<file path="config.mk">
export PLATFORM = sky130hd
export DESIGN_NAME = rx_gmii_framer
export DESIGN_NICKNAME = d
export VERILOG_FILES = /design/src/rtl/tse_rx_pkg.sv /design/src/rtl/crc32_d8.sv /design/src/rtl/rx_gmii_framer.sv
export SDC_FILE = /design/constraint.sdc
export NUM_CORES = 1
export LEC_CHECK = 0
export ABC_AREA = 1
export CAP_MARGIN = 20
export CORE_AREA = 2 2 103 105
export CTS_CLUSTER_SIZE = 24
export DETAILED_ROUTE_END_ITERATION = 10
export DIE_AREA = 0 0 105 107
export GPL_ROUTABILITY_DRIVEN = 0
export GPL_TIMING_DRIVEN = 0
export PLACE_DENSITY = 0.83
export SLEW_MARGIN = 5
export SYNTH_ARGS = -nofsm -noshare
export SYNTH_HDL_FRONTEND = slang
export SYNTH_SLANG_ARGS = --single-unit
export TNS_END_PERCENT = 50
</file>
<file path="constraint.sdc">
create_clock -name CORETSE_AHBii0 -period 2.8 [get_ports CORETSE_AHBii0]
set_input_delay 0.84 -clock CORETSE_AHBii0 [delete_from_list [all_inputs] [get_ports CORETSE_AHBii0]]
set_output_delay 0.84 -clock CORETSE_AHBii0 [all_outputs]
set_load 0.01 [all_outputs]
</file>
<file path="src/rtl/tse_rx_pkg.sv">
// Shared constants and state encoding for the TSE receive front end.
package tse_rx_pkg;

  localparam logic [7:0]  PREAMBLE_BYTE = 8'h55;
  localparam logic [7:0]  SFD_BYTE      = 8'hD5;
  localparam logic [31:0] CRC_INIT      = 32'hFFFF_FFFF;
  localparam logic [31:0] CRC_POLY      = 32'h04C1_1DB7;
  // Register value left behind after clocking a good frame through, FCS included.
  localparam logic [31:0] CRC_RESIDUE   = 32'hC704_DD7B;

  localparam int          CNT_W         = 14;
  localparam logic [13:0] CNT_MAX       = 14'h3FFF;

  typedef enum logic [1:0] {
    IDLE     = 2'd0,
    PREAMBLE = 2'd1,
    DATA     = 2'd2,
    DROP     = 2'd3
  } rx_state_e;

endpackage

</file>
<file path="src/rtl/crc32_d8.sv">
// Combinational CRC-32 step over one byte. The register is kept MSB-first
// while the data byte is consumed LSB-first, which is the Ethernet bit order;
// a good frame therefore leaves CRC_RESIDUE in the register.
module crc32_d8
  import tse_rx_pkg::*;
(
  input  logic [31:0] crc_i,
  input  logic [7:0]  data_i,
  output logic [31:0] crc_o
);

  // Eight serial shift/xor steps unrolled into one combinational cone.
  always_comb begin
    logic [31:0] c;
    c = crc_i;
    for (int i = 0; i < 8; i++) begin
      if (c[31] ^ data_i[i]) c = {c[30:0], 1'b0} ^ CRC_POLY;
      else                   c = {c[30:0], 1'b0};
    end
    crc_o = c;
  end

endmodule

</file>
<file path="src/rtl/rx_gmii_framer.sv">
// GMII/MII receive framer: strips preamble/SFD, delivers frame bytes with
// SOF/EOF markers and reports CRC, code-error and length status at EOF.
// Every register advances only on the byte strobe clk_en.
//
// Handshake: there is no back-pressure. A consumer takes rx_data whenever
// rx_valid=1 on a cycle with clk_en=1; rx_eof and the status outputs are
// likewise qualified by clk_en. rx_valid and rx_eof are never high together.
module rx_gmii_framer
  import tse_rx_pkg::*;
#(
  parameter int DLY     = 1,
  parameter int MIN_LEN = 64,
  parameter int MAX_LEN = 1518
) (
  input  logic             CORETSE_AHBii0,
  input  logic             CORETSE_AHBl0II,
  input  logic             clk_en,
  input  logic [7:0]       gmii_rxd,
  input  logic             gmii_rx_dv,
  input  logic             gmii_rx_er,
  output logic [7:0]       rx_data,
  output logic             rx_valid,
  output logic             rx_sof,
  output logic             rx_eof,
  output logic             rx_crc_err,
  output logic             rx_code_err,
  output logic             rx_short,
  output logic             rx_long,
  output logic [CNT_W-1:0] rx_byte_cnt
);

  // Registers here are zero-delay; DLY is kept only so existing instantiations
  // that override it still elaborate.
  logic [31:0] dly_unused;
  assign dly_unused = DLY;

  rx_state_e        state_q, state_d;
  logic [31:0]      crc_q, crc_d, crc_next;
  logic [CNT_W-1:0] cnt_q, cnt_d;
  logic             code_err_q, code_err_d;

  logic [7:0]       data_q, data_d;
  logic             valid_q, valid_d;
  logic             sof_q, sof_d;
  logic             eof_q, eof_d;
  logic             crc_err_q, crc_err_d;
  logic             code_o_q, code_o_d;
  logic             short_q, short_d;
  logic             long_q, long_d;
  logic [CNT_W-1:0] byte_cnt_q, byte_cnt_d;

  crc32_d8 u_crc (
    .crc_i  (crc_q),
    .data_i (gmii_rxd),
    .crc_o  (crc_next)
  );

  // State register, advanced on the byte strobe only.
  always_ff @(posedge CORETSE_AHBii0 or posedge CORETSE_AHBl0II) begin
    if (CORETSE_AHBl0II)  state_q <= IDLE;
    else if (clk_en)      state_q <= state_d;
  end

  // Next-state logic: only a clean 0x55...0xD5 run reaches DATA.
  always_comb begin
    state_d = state_q;
    case (state_q)
      IDLE: begin
        if (gmii_rx_dv) state_d = (gmii_rxd == PREAMBLE_BYTE) ? PREAMBLE : DROP;
      end
      PREAMBLE: begin
        if (!gmii_rx_dv)                  state_d = IDLE;
        else if (gmii_rxd == SFD_BYTE)    state_d = DATA;
        else if (gmii_rxd != PREAMBLE_BYTE) state_d = DROP;
      end
      DATA: begin
        if (!gmii_rx_dv) state_d = IDLE;
      end
      DROP: begin
        if (!gmii_rx_dv) state_d = IDLE;
      end
      default: state_d = IDLE;
    endcase
  end

  // Output and datapath next values; pulses default low, status holds.
  always_comb begin
    crc_d      = crc_q;
    cnt_d      = cnt_q;
    code_err_d = code_err_q;
    data_d     = data_q;
    valid_d    = 1'b0;
    sof_d      = 1'b0;
    eof_d      = 1'b0;
    crc_err_d  = crc_err_q;
    code_o_d   = code_o_q;
    short_d    = short_q;
    long_d     = long_q;
    byte_cnt_d = byte_cnt_q;

    if (state_q == PREAMBLE && gmii_rx_dv && gmii_rxd == SFD_BYTE) begin
      crc_d      = CRC_INIT;
      cnt_d      = '0;
      code_err_d = 1'b0;
    end

    if (state_q == DATA) begin
      if (gmii_rx_dv) begin
        data_d     = gmii_rxd;
        valid_d    = 1'b1;
        // The counter saturates, so it is zero only before the first byte.
        sof_d      = (cnt_q == '0);
        crc_d      = crc_next;
        cnt_d      = (cnt_q == CNT_MAX) ? cnt_q : cnt_q + 1'b1;
        code_err_d = code_err_q | gmii_rx_er;
      end else begin
        eof_d      = 1'b1;
        crc_err_d  = (crc_q != CRC_RESIDUE);
        code_o_d   = code_err_q;
        short_d    = (int'(cnt_q) < MIN_LEN);
        long_d     = (int'(cnt_q) > MAX_LEN);
        byte_cnt_d = cnt_q;
      end
    end
  end

  // Datapath and output registers, advanced on the byte strobe only.
  always_ff @(posedge CORETSE_AHBii0 or posedge CORETSE_AHBl0II) begin
    if (CORETSE_AHBl0II) begin
      crc_q      <= CRC_INIT;
      cnt_q      <= '0;
      code_err_q <= 1'b0;
      data_q     <= '0;
      valid_q    <= 1'b0;
      sof_q      <= 1'b0;
      eof_q      <= 1'b0;
      crc_err_q  <= 1'b0;
      code_o_q   <= 1'b0;
      short_q    <= 1'b0;
      long_q     <= 1'b0;
      byte_cnt_q <= '0;
    end else if (clk_en) begin
      crc_q      <= crc_d;
      cnt_q      <= cnt_d;
      code_err_q <= code_err_d;
      data_q     <= data_d;
      valid_q    <= valid_d;
      sof_q      <= sof_d;
      eof_q      <= eof_d;
      crc_err_q  <= crc_err_d;
      code_o_q   <= code_o_d;
      short_q    <= short_d;
      long_q     <= long_d;
      byte_cnt_q <= byte_cnt_d;
    end
  end

  assign rx_data     = data_q;
  assign rx_valid    = valid_q;
  assign rx_sof      = sof_q;
  assign rx_eof      = eof_q;
  assign rx_crc_err  = crc_err_q;
  assign rx_code_err = code_o_q;
  assign rx_short    = short_q;
  assign rx_long     = long_q;
  assign rx_byte_cnt = byte_cnt_q;

endmodule

</file>
==> impl_metrics.ini, run 1 <==
[run_status]
run_status = completed

[logic_synthesis]
yosysTopAreaCell = sky130_fd_sc_hd__dfrtp_1
synth-seq-area-share = 0.403
netlist-cell-type-count = 43
ys_ff_latch = 78
number_of_warnings_issued_by_yosys = 0
yosys.cell_count.top_type = sky130_fd_sc_hd__nand2_1
synth_commonest_cells = sky130_fd_sc_hd__nand2_1, sky130_fd_sc_hd__nor2_1, sky130_fd_sc_hd__inv_1
synth-async-reset-ratio = 1.00
number_of_enable_flip_flop_cells_after_synthesis = 0
synthFlopType = sky130_fd_sc_hd__dfrtp_1
syn_area_per_cell_sq_um = 7.04
postSynthCellCount = 702
synth.area.top_cells = sky130_fd_sc_hd__dfrtp_1, sky130_fd_sc_hd__dfstp_2, sky130_fd_sc_hd__nand2_1, sky130_fd_sc_hd__nor2_1, sky130_fd_sc_hd__nand3_1
yosysTopAreaCellShare = 0.233
mappedNetlistArea_sq_um = 4940
mappedNetlistNets = 717

[route]
wl_um = 13700
drt_first_iter_violations = 637
wl_per_cell_um = 15.3
ant_nets = 0
vias = 4942
length_of_the_first_detailed_routing_pass_in_iterations = 5
drt_drc_violations_left = 0
post_drt_via_cell_ratio = 5.52

[critical_path]
critPathLaunchType = input port
crit-reg2reg-launch = crc_q[27]
cp_max_fo = 7
timing.critical_path.required_ps = 3090
cp.arrival_ps = 2760
reg2reg_depth = 10
reg2reg_slack_ps = 830
worstSetupPathType = input port to flop
worst_setup_path_end_kind = flop
timing.rr.end = crc_q[8]

[final_layout]
antenna_cells_inserted = 0
final_util = 0.573
areaGrowthSynthToFinish_pct = 16.9
drive_gt1_frac = 0.145
final_cell_area_sq_um = 5780
fin_nets = 770

[floorplan]
die_span_in_y_um = 107
fp.dieArea_sq_um = 11200
top_level_ports = 42
initial_core_util = 0.490
core.rowCount = 37
fp.dieW_um = 105
design.core.area_sq_um = 10100

[grt]
grt_max_degree = 53
globalRouteOverflowTotal = 0
number_of_global_route_vias_before_repair = 4610
track_usage = 0.258
grt_first_pass_wirelength_um = 23000
grt_antenna_before_repair = 0

[place]
dp_slack_ps = 50.4
dpl-instance-area_sq_um = 5560
detailedPlacementHpwl_um = 10100
place.port_buffers = 41

[clocking]
cts.sinks = 78
ctsLongestPathBuffers = 2
clkLatencyLatePin_ps = 360
tritoncts.num_buffers = 9
clk_transition_reported_paths_ps = 80
post_cts.resized_instances = 0
cts_hold_repair.buffers = 0
cts_setup_buffers = 0
cts_tree = yes
cts_htree_levels = 3
cts-root-buf = sky130_fd_sc_hd__clkbuf_8

[power_and_ir_drop]
p_int_uw = 3490
clockPowerShare = 0.152
leakage_uw = 0.00281
max-vdd-ir-drop_mv = 0.372
share_comb_of_total_power = 0.511
switching_power_uw = 2880
pwr_density_cell_nw_per_um2 = 1100
power.sequential.fraction = 0.337
power.share.switching = 0.452

[min_path]
min_from = code_err_q
holdPathStages = 2
min_path_type = flop to flop
whs_endpoint = rx_code_err

[sta]
report.final.setup_viol = 0
final.period_utilization = 0.881
setup_repair_after_global_routing_missed_its_margin = false
timing.final.max_slew_violations = 0
finalCriticalPeriod_ps = 2470
fin_worst_setup_slack_ps = 333
fmax_mhz = 405
timing_hold_violations_final = 0
worst_slew_pin_slew_ps = 614
max_slew_margin = 0.587
timing.clock.skew_ps = 9.29

[flow_run]
cap_viol_max_count = 0
## power by group through the flow
stage / logic, uW / registers [uW] / clock network, uW
floorplan: 2190 / 2120 / 0
global placement: 3070 / 2130 / 0
detailed placement: 3160 / 2150 / 0
CTS: 3200 / 2130 / 972
global route: 3620 / 2210 / 1020
finish: 3250 / 2150 / 969
## metrics by stage
| stage | power [uW] | std cells | setup TNS [ps] | hold slack (ps) |
|---|---|---|---|---|
| after floorplan | 4310 | 702 | 0 | 443 |
| after global placement | 5200 | 879 | -77330 | 461 |
| after detailed placement | 5310 | 880 | 0 | 471 |
| after CTS | 6310 | 896 | 0 | 491 |
| after global routing | 6850 | 896 | 0 | 501 |
| final | 6370 | 896 | 0 | 488 |
## cells by family after synthesis
| logic type | share of synthesized area |
|---|---|
| buf+inv | 0.0820 |
| flops | 0.403 |
| xor+xnor | 0.0440 |
| simple gates | 0.358 |
| compound gates | 0.108 |
| fa+ha+maj | 0.00506 |
## placed cells by master, fill, tap and decap left out, drive strengths merged
cell,count
clkinv,2
nor3b,1
xor2,16
xnor2,5
inv,81
o22ai,1
o21ai,40
or2,3
dfrtp,46
nand2,245
nor3,6
ha,2
a21oi,40
clkdlybuf4s50,41
or3,1
a41oi,2
bufinv,2
nor4,4
nand3,51
buf,12
o211ai,3
o41ai,1
o2111ai,3
dfstp,32
clkbuf,17
nand4,10
nor2,86
clkinvlp,1
o31ai,5
a22oi,1
## worst max path at each step
stage | startpoint | end | cells after the start
after floorplan | CORETSE_AHBl0II | cnt_q[0] | 1
after global placement | CORETSE_AHBl0II | cnt_q[0] | 2
after detailed placement | gmii_rxd[2] | crc_q[9] | 10
after CTS | gmii_rxd[2] | crc_q[9] | 10
after global routing | gmii_rxd[4] | crc_q[8] | 12
final | gmii_rxd[4] | crc_q[8] | 12
## area by class of cell
type                       count  area, sq um
clock inverter                 5         81.3
inverter                      81          314
fill                         925         4310
clock buffer                  11          141
multi-input combinational    526         2550
buffer                        17         93.8
tap                          136          170
timing repair buffer          42          438
sequential                    78         1990
## sequential cells by signal, indices dropped and copies added (netlist names), 2 cells and up
register     count
rx_data          8
state_q          2
cnt_q           14
rx_byte_cnt     14
crc_q           32
## metal layers
layer | part of all wire | global-route usage | routed length (um)
met4 | 0.038 | 0.136 | 520
met3 | 0.090 | 0.0432 | 1240
met5 | 0 | 0 | 0
met1 | 0.43 | 0.351 | 5960
met2 | 0.44 | 0.396 | 6000
## critical path, cell delays in order
cell and delay, ps:
sky130_fd_sc_hd__clkdlybuf4s50_1 470, sky130_fd_sc_hd__inv_1 130, sky130_fd_sc_hd__nand2_1 60, sky130_fd_sc_hd__nand2_1 230, sky130_fd_sc_hd__nand2_1 120, sky130_fd_sc_hd__nand2_2 220, sky130_fd_sc_hd__inv_1 170, sky130_fd_sc_hd__o21ai_0 140
sky130_fd_sc_hd__nand2_1 70, sky130_fd_sc_hd__nand2_1 70, sky130_fd_sc_hd__nand3_1 90, sky130_fd_sc_hd__a21oi_1 150
(Power assumes the default switching activity.)
==> run 2: changes to the inputs <==
- DONT_BUFFER_PORTS: unset -> 1
- PLACE_DENSITY: 0.83 -> 0.77
==> run 2 against run 1 <==
  * Core utilization down 4.5 points
  * Critical path depth fell by 3
  * Clock skew barely moved
  * Clock-buffer cell count is the same
  * Via count shrank 1.9%
  * Worst hold slack got worse by 160 ps
  * Critical path type is now flop to flop
  * Total power decreased by 7.7%
  * Wire length grew 1.1%
  * Cell count down 4.6%
  * Sequential power up 4%
==> impl_metrics.ini, run 2 (synthesis results as in run 1) <==
[run_status]
run_status = completed

[clocking]
cts_setup_buffers = 0
cts.sinks = 78
clkLatencyLatePin_ps = 370
cts_htree_levels = 3
tritoncts.num_buffers = 9
cts-root-buf = sky130_fd_sc_hd__clkbuf_8
clk_transition_reported_paths_ps = 90
post_cts.resized_instances = 0
cts_hold_repair.buffers = 0
cts_tree = yes
ctsLongestPathBuffers = 2

[floorplan]
fp.dieArea_sq_um = 11200
initial_core_util = 0.490
core.rowCount = 37
top_level_ports = 42
design.core.area_sq_um = 10100
fp.dieW_um = 105
die_span_in_y_um = 107

[final_layout]
fin_nets = 729
drive_gt1_frac = 0.153
fin_cells = 855
final-seq-area_sq_um = 1990
antenna_cells_inserted = 0
largest_reg_flops = 32
layout.filler_cells = 990
final_cell_area_sq_um = 5320
areaGrowthSynthToFinish_pct = 7.59
regMostFlops = crc_q
area_occupied_by_multi_input_gates_sq_um = 2550
layout.cells.most_common_list = sky130_fd_sc_hd__nand2_1, sky130_fd_sc_hd__nor2_1, sky130_fd_sc_hd__inv_1
layout_commonest_cell = sky130_fd_sc_hd__nand2_1

[route]
drt_drc_violations_left = 0
wl_per_cell_um = 16.2
length_of_the_first_detailed_routing_pass_in_iterations = 5
drt_first_iter_violations = 610
ant_nets = 0
vias = 4846
post_drt_via_cell_ratio = 5.67
wl_um = 13900

[critical_path]
timing.critical_path.max_delay_family = simple AND/OR/NAND/NOR gates
worst_setup_path_end_kind = flop
worstSetupPathType = flop to flop
timing.critical_path.required_ps = 3100
cp_max_fo = 7
cpPeakStageDelay_ps = 580
reg2reg_slack_ps = 820
critPathLaunchType = flop
slowest_stage = sky130_fd_sc_hd__dfstp_2
critical_path_cell_by_cell = inv_1, nand2_1, nand2_1, nand2_1, nand2_1, xnor2_1, nand2_1, nand3_1, a21oi_1
timing.critical_path.mode_cell = sky130_fd_sc_hd__nand2_1
cp.arrival_ps = 2280
cp.buffers_inverters = 1

[sta]
max_slew_margin = 0.600
worst_slew_pin_slew_ps = 600
timing.final.max_slew_violations = 0
final.period_utilization = 0.707
report.final.setup_viol = 0
fmax_mhz = 505
timing_hold_violations_final = 0
setup-tns-final_ps = 0
setup_repair_after_global_routing_missed_its_margin = false
finalCriticalPeriod_ps = 1980
timing.clock.skew_ps = 9.63

[power_and_ir_drop]
max-vdd-ir-drop_mv = 0.398
switching_power_uw = 2850
power.sequential.fraction = 0.380
share_comb_of_total_power = 0.484
power.share.switching = 0.484
clockPowerShare = 0.136
pwr_density_cell_nw_per_um2 = 1110
p_int_uw = 3030
leakage_uw = 0.00263

[place]
detailedPlacementHpwl_um = 10000
place.port_buffers = 0
dpl-instance-area_sq_um = 5140
post_place_cells = 839

[grt]
grt_max_degree = 48
grt_first_pass_wirelength_um = 22500
track_usage = 0.252
number_of_global_route_vias_before_repair = 4562
globalRouteOverflowTotal = 0
grt_antenna_before_repair = 0

[flow_run]
cap_viol_max_count = 0

[min_path]
min_path_type = input port to async pin
## run 2: changes by cell type in the layout (fill, tap and decap cells not counted), sizes merged
cell / before / now
bufinv: 2 / 0
clkdlybuf4s50: 41 / 0
clkinv: 2 / 3
clkinvlp: 1 / 2
## run 2: worst reg2reg max path, delay by kind of cell, from the launching register on
family,cells,cell delay (ps)
AOI/OAI and AO/OA,1,90
DFF,1,580
xor gates and xnor gates,1,300
buffers and inverters,1,80
and+or+nand+nor,6,870
## run 2: area by class of cell
class / instances / share of cell area
multi-input cells: 526 / 0.479
flip-flops and latches: 78 / 0.374
inverters: 81 / 0.0590
well taps: 136 / 0.0320
clock buffers: 11 / 0.0266
plain buffers: 17 / 0.0176
clock inverters: 5 / 0.00635
repair buffers: 1 / 0.00517
## run 2: through the flow
stage | setup WS, ps | hold WS (ps) | util | total power [uW]
CTS | 893 | 349 | 0.527 | 5810
global route | 712 | 366 | 0.527 | 6350
floorplan | 17.9 | 443 | - | 4310
global placement | -802 | 457 | 0.507 | 4880
detailed placement | 598 | 465 | 0.510 | 5000
finish | 821 | 332 | 0.527 | 5880
## run 2: worst paths after layout
| kind | cells past startpoint | end | startpoint |
|---|---|---|---|
| min in group CORETSE_AHBii0 | 2 | rx_code_err | code_err_q |
| worst max register to register | 9 | crc_q[6] | crc_q[29] |
| max in group asynchronous | 2 | crc_q[24] | CORETSE_AHBl0II |
| worst min register to register | 2 | rx_code_err | code_err_q |
| worst min-delay path | 1 | cnt_q[11] | CORETSE_AHBl0II |
| worst max-delay path | 9 | crc_q[6] | crc_q[29] |
## run 2: power groups by stage
stage / Clock [uW] / Sequential, uW / Combinational, uW
after floorplan: 0 / 2120 / 2190
after detailed placement: 0 / 2240 / 2760
after CTS: 807 / 2220 / 2780
after global routing: 848 / 2290 / 3210
after global placement: 0 / 2220 / 2660
final: 799 / 2230 / 2850
## run 2: metal layers
layer	vias to the layer above	GRT usage	part of all wire
met1	2278	0.333	0.42
met3	41	0.0492	0.089
met4	0	0.117	0.031
li1	2264	-	-
met5	-	0	0
met2	263	0.399	0.46
==> run 3: changes to the inputs <==
- clock period: 2.8 -> 1.7 ns (I/O delays scaled with it)
==> run 3 against run 2 <==
  * Flip-flop and latch count unchanged
  * Critical path depth increased by 2
  * Wire length increased by 13%
  * Largest power group unchanged
  * Combinational power up 130%
  * The run now ends with setup timing left
  * Worst setup slack got worse by 970 ps
  * Sequential power grew 65%
  * Critical path type unchanged
  * Worst hold slack got worse by 280 ps
  * Clock power is 110% higher
  * Total power grew 100%
  * Non-clock buffer count rose by 32
==> impl_metrics.ini, run 3 (synthesis results as in run 1) <==
[run_status]
run_status = finished with violations
violated_checks = setup timing

[power_and_ir_drop]
leakage_uw = 0.00293
power.share.switching = 0.480
max-vdd-ir-drop_mv = 0.741
clockPowerShare = 0.138
pwr_density_cell_nw_per_um2 = 1940
power.sequential.fraction = 0.311
switching_power_uw = 5690
p_int_uw = 6170
share_comb_of_total_power = 0.551
fin_total_pwr_uw = 11900

[final_layout]
layout.cells.most_common_list = sky130_fd_sc_hd__nand2_1, sky130_fd_sc_hd__nor2_1, sky130_fd_sc_hd__inv_1
largest_reg_flops = 32
final_util = 0.605
drive_gt1_frac = 0.298
areaGrowthSynthToFinish_pct = 23.5
fin_nets = 761
layout.filler_cells = 851
layout_commonest_cell = sky130_fd_sc_hd__nand2_1
fin_cells = 887
final_cell_area_sq_um = 6110
antenna_cells_inserted = 0
regMostFlops = crc_q

[sta]
fmax_mhz = 542
fin_worst_setup_slack_ps = -145
setup_repair_after_global_routing_missed_its_margin = true
worst_slew_pin_slew_ps = 674
timing.clock.skew_ps = 11.3
timing.final.max_slew_violations = 0
max_slew_margin = 0.550
final.period_utilization = 1.09
finalCriticalPeriod_ps = 1840
report.final.setup_viol = 12
timing_hold_violations_final = 0
setup-tns-final_ps = -581

[critical_path]
cp.arrival_ps = 2150
cp_max_fo = 6
timing.critical_path.required_ps = 2000
worst_setup_path_end_kind = flop
critPathLaunchType = flop
worstSetupPathType = flop to flop

[floorplan]
design.core.area_sq_um = 10100
top_level_ports = 42
core.rowCount = 37
fp.dieArea_sq_um = 11200
die_span_in_y_um = 107
fp.dieW_um = 105
initial_core_util = 0.490

[place]
detailedPlacementHpwl_um = 9970
dpl-instance-area_sq_um = 5160
place.port_buffers = 0
post_place_cells = 840

[clocking]
cts_hold_repair.buffers = 0
cts_htree_levels = 3
tritoncts.num_buffers = 9
cts-root-buf = sky130_fd_sc_hd__clkbuf_8
ctsLongestPathBuffers = 2
cts.sinks = 78
clk_transition_reported_paths_ps = 90
cts_tree = yes
clkLatencyLatePin_ps = 380

[route]
wl_um = 15700
drt_drc_violations_left = 0
length_of_the_first_detailed_routing_pass_in_iterations = 5
vias = 5216
post_drt_via_cell_ratio = 5.88
wl_per_cell_um = 17.7
drt_first_iter_violations = 726
ant_nets = 0

[grt]
globalRouteOverflowTotal = 0
number_of_global_route_vias_before_repair = 4600
grt_antenna_before_repair = 0
grt_max_degree = 29
grt_first_pass_wirelength_um = 22800
track_usage = 0.258

[min_path]
min_path_type = input port to async pin

[flow_run]
cap_viol_max_count = 0
==> run 3: changes by cell type in the layout (fill, tap and decap cells not counted), moves of 15 or more <==
| cell | before | now |
|---|---|---|
| sky130_fd_sc_hd__nand2_2 | 16 | 38 |
| sky130_fd_sc_hd__nand2_4 | 5 | 20 |
| sky130_fd_sc_hd__buf_4 | 2 | 28 |
| sky130_fd_sc_hd__nand2_1 | 224 | 182 |
==> run 3: worst max-delay path, cell delays in order, from the launching register on <==
cell,delay (ps)
sky130_fd_sc_hd__dfstp_2,600
sky130_fd_sc_hd__inv_2,50
sky130_fd_sc_hd__nand2_1,80
sky130_fd_sc_hd__nand2_2,110
sky130_fd_sc_hd__nand2_4,110
sky130_fd_sc_hd__nand2_8,90
sky130_fd_sc_hd__buf_4,160
sky130_fd_sc_hd__nand2_1,100
sky130_fd_sc_hd__nand2_1,90
sky130_fd_sc_hd__nand2_1,100
sky130_fd_sc_hd__nand3_1,110
sky130_fd_sc_hd__a21oi_2,160
==> run 3: worst paths after layout <==
path | startpoint | end | slack (ps) | cells past startpoint
max | crc_q[24] | crc_q[8] | -140 | 11
min | CORETSE_AHBl0II | rx_byte_cnt[13] | 50 | 1
max reg2reg | crc_q[24] | crc_q[8] | -140 | 11
min reg2reg | code_err_q | rx_code_err | 480 | 2
max in group asynchronous | CORETSE_AHBl0II | crc_q[8] | 1040 | 2
min in group CORETSE_AHBii0 | gmii_rxd[0] | rx_data[0] | 310 | 2
==> run 3: per-stage QoR <==
stage / hold WS, ps / setup slack (ps)
6_report: 53.1 / -145
5_1_grt: 79.8 / -169
4_1_cts: 66.9 / 3.24
3_5_place_dp: 463 / -192
3_3_place_gp: 454 / -127
2_1_floorplan: 443 / 135
==> run 3: power groups by stage <==
stage          Clock (uW)  Combinational, uW  Sequential, uW
4_1_cts              1620               5140            3640
6_report             1640               6530            3690
5_1_grt              1700               7030            3780
3_5_place_dp            0               4540            3700
3_3_place_gp            0               4370            3660
2_1_floorplan           0               3610            3500
==> run 3: layer usage <==
metal	global-route usage	routed length (um)	vias to the layer above	part of all wire
li1	-	-	2320	-
met4	0.152	915	0	0.058
met5	0	0	-	0
met1	0.331	5850	2452	0.37
met3	0.0474	1610	100	0.10
met2	0.408	7350	344	0.47
==> run 3: repair_timing <==
item | CTS | global route
pin swaps | 11 | 33
buffers inserted | 16 | 15
gates resized for setup | 32 | 88
endpoints found under the setup margin | 19 | 46
==> run 3: final cells by class <==
type,instances,area [sq um],share of cell area
tap,136,170,0.0279
buffer,17,104,0.0170
multi-input combinational,526,2970,0.487
timing repair buffer,33,314,0.0514
clock inverter,5,81.3,0.0133
sequential,78,2000,0.327
inverter,81,325,0.0533
clock buffer,11,141,0.0232
